`src/rtl/fetch_pkg.sv`:
```
// Shared types and constants for the bytecode instruction fetch stage.
package fetch_pkg;

    typedef enum logic [2:0] {
        S_IDLE,
        S_OP,
        S_LATCH,
        S_ARG1,
        S_ARG2,
        S_PRESENT,
        S_HALT
    } fetch_state_t;

    localparam int PC_RESET = 0;

    localparam logic [7:0] OP_IRETURN = 8'hac;
    localparam logic [7:0] OP_ARETURN = 8'hb0;
    localparam logic [7:0] OP_RETURN  = 8'hb1;

    function automatic logic is_return(input logic [7:0] op);
        return (op == OP_IRETURN) || (op == OP_ARETURN) || (op == OP_RETURN);
    endfunction

endpackage

```
`src/rtl/fetch_pc.sv`:
```
// Program counter with next-PC selection: sequential advance past the
// operands, or a redirect relative to the presented instruction's address.
module fetch_pc
    import fetch_pkg::*;
#(
    parameter int ADDR_WIDTH = 16
) (
    input  logic                  clk,
    input  logic                  rst_n,
    input  logic                  advance,
    input  logic                  jump,
    input  logic [1:0]            argc,
    input  logic [ADDR_WIDTH-1:0] base_pc,
    input  logic [15:0]           jump_offset,
    output logic [ADDR_WIDTH-1:0] pc
);

    logic [ADDR_WIDTH-1:0] off_ext;
    logic [ADDR_WIDTH-1:0] next_pc;

    // Offset is signed 16-bit: sign-extend for wide PCs, truncate for narrow.
    if (ADDR_WIDTH > 16) begin : g_sext
        assign off_ext = {{(ADDR_WIDTH-16){jump_offset[15]}}, jump_offset};
    end else begin : g_trunc
        assign off_ext = jump_offset[ADDR_WIDTH-1:0];
    end

    always_comb begin
        next_pc = pc + ADDR_WIDTH'(argc) + ADDR_WIDTH'(1);
        if (jump)
            next_pc = base_pc + off_ext;
    end

    always_ff @(posedge clk or negedge rst_n) begin
        if (!rst_n)
            pc <= ADDR_WIDTH'(PC_RESET);
        else if (advance)
            pc <= next_pc;
    end

endmodule

```
`src/rtl/fetch_unit.sv`:
```
// Instruction fetch: reads opcode and 0-2 operand bytes, presents the
// instruction over valid/ready. Optional halt-on-return via FETCH_HALT_EN.
module fetch_unit
    import fetch_pkg::*;
#(
    parameter int ADDR_WIDTH = 16
) (
    input  logic                  clk,
    input  logic                  rst_n,
    output logic [ADDR_WIDTH-1:0] mem_addr,
    output logic                  mem_rd,
    input  logic [7:0]            mem_rdata,
    output logic [7:0]            dec_opcode,
    input  logic [1:0]            dec_argc,
    output logic                  ins_valid,
    input  logic                  ins_ready,
    output logic [7:0]            ins_opcode,
    output logic [15:0]           ins_args,
    output logic [ADDR_WIDTH-1:0] ins_pc,
    input  logic                  jump_en,
    input  logic [15:0]           jump_offset,
    output logic                  halted
);

    fetch_state_t          state, next_state;
    logic [ADDR_WIDTH-1:0] pc;
    logic [7:0]            opcode_q;
    logic [1:0]            argc_q;
    logic [7:0]            b1_q;
    logic [1:0]            argc_norm;
    logic                  advance;
    logic                  halt_take;

    assign argc_norm = (dec_argc == 2'b11) ? 2'b10 : dec_argc;
    assign advance   = (state == S_PRESENT) && ins_ready;

`ifdef FETCH_HALT_EN
    assign halt_take = is_return(ins_opcode);
    assign halted    = (state == S_HALT);
`else
    assign halt_take = 1'b0;
    assign halted    = 1'b0;
`endif

    fetch_pc #(.ADDR_WIDTH(ADDR_WIDTH)) u_pc (
        .clk         (clk),
        .rst_n       (rst_n),
        .advance     (advance),
        .jump        (jump_en && !halt_take),
        .argc        (argc_q),
        .base_pc     (ins_pc),
        .jump_offset (jump_offset),
        .pc          (pc)
    );

    always_ff @(posedge clk or negedge rst_n) begin
        if (!rst_n)
            state <= S_IDLE;
        else
            state <= next_state;
    end

    always_comb begin
        next_state = state;
        mem_rd     = 1'b0;
        mem_addr   = pc;
        dec_opcode = opcode_q;
        case (state)
            S_IDLE: next_state = S_OP;
            S_OP: begin
                mem_rd     = 1'b1;
                next_state = S_LATCH;
            end
            S_LATCH: begin
                // Decoder sees the opcode the same cycle it arrives from memory.
                dec_opcode = mem_rdata;
                if (argc_norm == 2'd0) begin
                    next_state = S_PRESENT;
                end else begin
                    mem_rd     = 1'b1;
                    mem_addr   = pc + ADDR_WIDTH'(1);
                    next_state = S_ARG1;
                end
            end
            S_ARG1: begin
                if (argc_q == 2'd2) begin
                    mem_rd     = 1'b1;
                    mem_addr   = pc + ADDR_WIDTH'(2);
                    next_state = S_ARG2;
                end else begin
                    next_state = S_PRESENT;
                end
            end
            S_ARG2: next_state = S_PRESENT;
            S_PRESENT: begin
                if (ins_ready)
                    next_state = halt_take ? S_HALT : S_OP;
            end
`ifdef FETCH_HALT_EN
            S_HALT: next_state = S_HALT;
`endif
            default: next_state = S_IDLE;
        endcase
    end

    always_ff @(posedge clk or negedge rst_n) begin
        if (!rst_n) begin
            opcode_q   <= 8'h00;
            argc_q     <= 2'd0;
            b1_q       <= 8'h00;
            ins_valid  <= 1'b0;
            ins_opcode <= 8'h00;
            ins_args   <= 16'h0000;
            ins_pc     <= '0;
        end else begin
            ins_valid <= (next_state == S_PRESENT);
            case (state)
                S_LATCH: begin
                    opcode_q <= mem_rdata;
                    argc_q   <= argc_norm;
                    if (argc_norm == 2'd0) begin
                        ins_opcode <= mem_rdata;
                        ins_args   <= 16'h0000;
                        ins_pc     <= pc;
                    end
                end
                S_ARG1: begin
                    b1_q <= mem_rdata;
                    if (argc_q != 2'd2) begin
                        ins_opcode <= opcode_q;
                        ins_args   <= {8'h00, mem_rdata};
                        ins_pc     <= pc;
                    end
                end
                S_ARG2: begin
                    ins_opcode <= opcode_q;
                    ins_args   <= {b1_q, mem_rdata};
                    ins_pc     <= pc;
                end
                default: ;
            endcase
        end
    end

endmodule

```
`config.mk`:
```
export PLATFORM = sky130hd
export DESIGN_NAME = fetch_unit
export DESIGN_NICKNAME = d
export VERILOG_FILES = /design/src/rtl/fetch_pkg.sv /design/src/rtl/fetch_pc.sv /design/src/rtl/fetch_unit.sv
export SDC_FILE = /design/constraint.sdc
export NUM_CORES = 1
export LEC_CHECK = 0
export BUFFER_PORTS_ARGS = -buffer_cell sky130_fd_sc_hd__buf_2
export CAP_MARGIN = 40
export CORE_AREA = 2 2 93 95
export CTS_CLUSTER_DIAMETER = 80
export CTS_CLUSTER_SIZE = 40
export DETAILED_ROUTE_END_ITERATION = 8
export DIE_AREA = 0 0 95 97
export HOLD_SLACK_MARGIN = 0.02
export PLACE_DENSITY = 0.88
export SYNTH_ARGS = -nofsm -noshare
export SYNTH_HDL_FRONTEND = slang
export SYNTH_SLANG_ARGS = --single-unit
```
`constraint.sdc`:
```
create_clock -name clk -period 4.3 [get_ports clk]
set_clock_uncertainty 0.2 [all_clocks]
set_input_delay 0.43 -clock clk [delete_from_list [all_inputs] [get_ports clk]]
set_output_delay 0.43 -clock clk [all_outputs]
set_load 0.03 [all_outputs]
```
==> results by group <==
Synthesis
  – Synth top area share: a little over two fifths
  – Number of warnings printed during yosys synthesis: 0
  – Synth Net Count: roughly 560
  – Post-synth top area cell: sky130_fd_sc_hd__dfrtp_1
  – Number of enable-type register cells in the synthesized netlist: 0
  – Seq cells post-synth: slightly below 80
  – Number of distinct library cells after synthesis: 55
  – Async SR Flop Fraction: 100%
  – List of most frequent post-synthesis cells: sky130_fd_sc_hd__nand2_1, sky130_fd_sc_hd__dfrtp_1, sky130_fd_sc_hd__o21ai_0
  – Most used DFF post-synth: sky130_fd_sc_hd__dfrtp_1
  – Most common cell in the netlist: sky130_fd_sc_hd__nand2_1
  – Synthesized area per cell: between 9 and 10 sq um
  – Top area cells in the synthesized netlist: sky130_fd_sc_hd__dfrtp_1, sky130_fd_sc_hd__nand2_1, sky130_fd_sc_hd__ha_1, sky130_fd_sc_hd__mux2_2, sky130_fd_sc_hd__xnor2_1
  – Total standard cell area after synthesis: between 4000 and 5000 sq um
  – Cells after Synth: 506
  – Share of synthesized area occupied by flip-flops and latches: 42.3%

Clock network
  – Number of H-tree levels: 3
  – Clock tree from TritonCTS: built
  – Clock Path Buffers: 2
  – Source-to-sink clock delay at the later pin of the worst-skew pair: around 0.35 ns
  – TritonCTS sink count: 78
  – Root cell of the clock tree: sky130_fd_sc_hd__clkbuf_8
  – Number of resized instances in the post-cts repair step: 0
  – Number of CTS-inserted buffers: 9
  – Clock input transition at the sequential cells of the worst setup and hold paths: 0.09 ns

Setup path
  – Largest fanout on the critical path: 14
  – Critical path class: reg2out
  – Required time reported for the critical path endpoint: between 3 and 4 ns
  – CP endpoint kind: output port
  – Data arrival time at the worst-slack endpoint: roughly 2.7 ns
  – Kind of launch point of the worst setup path: flip-flop

Timing
  – Count of endpoints failing hold in the final timing report: 0
  – Remaining max-slew budget at the tightest pin: between 40% and 50%
  – Transition time at the pin with the least slew margin: roughly 0.89 ns
  – Fmax: 0.299 GHz
  – # setup viols final: 0
  – Hold Worst Slack: about 0.14 ns
  – Count of pins over their slew limit: 0
  – Crit share post-route: slightly below 80%
  – Fin Setup TNS: 0 ns
  – Setup repair after global routing missed its margin: no
  – Post-layout min period: 3.35 ns

Floorplanning
  – Top-level port count: slightly below 100
  – Effective utilization at floorplan: 56.7%
  – Area of the placeable core: 8130 sq um
  – Die width: roughly 95 microns
  – Die Span Y: 97 microns
  – Die Footprint: around 9200 sq um
  – Number of placement rows: 33

Layout
  – Final net count: roughly 640
  – Finished Core Util: between 60% and 70%
  – Fin area: 5330 sq um
  – Area overhead of the layout relative to synthesis: 15.4%
  – Fraction of layout cells with a size suffix above 1: 23.7%
  – Final non-filler cell total: between 600 and 700
  – Inserted Diodes: 0

Route
  – Vias: roughly 4,100
  – Detail-routed net length per standard cell: between 15 and 20 microns
  – DRC violation count after routing: 0
  – Violation count after the first detailed-route iteration: around 390
  – 1st-pass router iterations: 6
  – Routed vias/inst: roughly 6.0
  – Post-Route WL: roughly 12,000 microns
  – Post-DRT Antenna Nets: 0

Global routing
  – Aggregate global routing overflow: 0
  – Number of antenna violations at the first check in global routing: 0
  – Maximum number of pins on one net before global-route repair: 67
  – Overall global routing resource usage: between 20% and 30%
  – Vias in the first global route: 4,008
  – Global-route wire length before repair: roughly 20,000 microns

Placed design
  – Post-Place Cells: ~680
  – Placed inst area: between 5000 and 6000 sq um
  – Last weighted congestion value of the routability-driven placer: around 0.87
  – Number of buffer cells added on primary ports: 95
  – Post-DP HPWL: ~8700 microns

Run
  – Max-cap violations: 0

Pwr
  – Static leakage: between 2 and 3 nW
  – VDD IR max: roughly 0.00055 V
  – P per Cell Area: 865 nW/um^2

Min path
  – Class of the worst hold path: in2reg

Status
  – Result of the run: completed
path summary, 6_finish.rpt:
kind	startpoint	endpoint	slack, ns	cells after the start
setup / recovery	state[0]	mem_addr[9]	0.95	7
hold / removal	mem_rdata[3]	ins_args[3]	0.14	3
setup reg to reg	ins_pc[0]	u_pc.pc[14]	1.59	8
hold reg to reg	ins_args[7]	ins_args[7]	0.28	2
max in group asynchronous	rst_n	u_pc.pc[5]	3.07	3
min in group asynchronous	rst_n	ins_args[14]	0.25	2
per-layer routing:
layer	GRT usage (%)	vias to the layer above	share of wire, %
met4	7.25	0	1.2
li1	-	1932	-
met3	6.15	18	8.8
met1	39.5	1982	43
met5	0	-	0
met2	42.6	215	47
worst max-delay path: stages, from the launching register on:
cell	delay, ns
sky130_fd_sc_hd__dfrtp_1	0.54
sky130_fd_sc_hd__nor3b_4	0.67
sky130_fd_sc_hd__nand3b_1	0.18
sky130_fd_sc_hd__a21boi_2	0.21
sky130_fd_sc_hd__and2_1	0.26
sky130_fd_sc_hd__nand4_1	0.14
sky130_fd_sc_hd__xnor2_1	0.16
sky130_fd_sc_hd__buf_2	0.21
metrics by stage:
stage          setup slack, ns  power [W]
2_1_floorplan             1.71    0.00333
3_3_place_gp              1.36    0.00391
3_5_place_dp              1.28    0.00400
4_1_cts                  0.907    0.00459
5_1_grt                  0.659    0.00492
6_report                 0.953    0.00461
logic make-up after synthesis:
family,count (synthesis),share of synthesized area [%]
mux,26,6.10
flops,78,42.3
xor+xnor,26,4.93
fa+ha+maj,21,6.02
buf+inv,43,4.47
simple gates,191,19.5
other cells,1,0.0812
compound gates,120,16.6
layout make-up:
cell class / instances / area (sq um)
repair buffers: 99 / 531
inverters: 13 / 48.8
flip-flops and latches: 78 / 1950
clock inverters: 5 / 65.1
multi-input cells: 385 / 2460
well taps: 105 / 131
fillers: 668 / 2810
clock buffers: 11 / 141
registers in the layout, summed over array words and instances, names as in the netlist:
name / cells
argc_q: 2
b1_q: 8
ins_args: 16
ins_opcode: 8
ins_pc: 16
ins_valid: 1
opcode_q: 8
state: 3
u_pc.pc: 16
power by group:
part	total [W]	internal [W]	switching, W
registers	0.00143	0.00107	0.000356
clock network	0.000570	0.000290	0.000279
logic	0.00261	0.000888	0.00172
total	0.00461	0.00225	0.00235
placed cells by master (no fill, tap or decap), types with 17 or more instances in the layout:
master                    instances
sky130_fd_sc_hd__a21oi_1         35
sky130_fd_sc_hd__buf_2           94
sky130_fd_sc_hd__dfrtp_1         78
sky130_fd_sc_hd__ha_1            19
sky130_fd_sc_hd__mux2_2          17
sky130_fd_sc_hd__nand2_1        100
sky130_fd_sc_hd__nand3_1         24
sky130_fd_sc_hd__nor2_1          19
sky130_fd_sc_hd__o21ai_0         36
sky130_fd_sc_hd__xnor2_1         21
repair_timing:
| action | CTS | global route |
|---|---|---|
| hold buffers | 1 | 0 |
| endpoints found under the hold margin | 12 | 0 |
| buffers inserted | 0 | 0 |
Note: power is estimated with default switching activity, not from simulation.
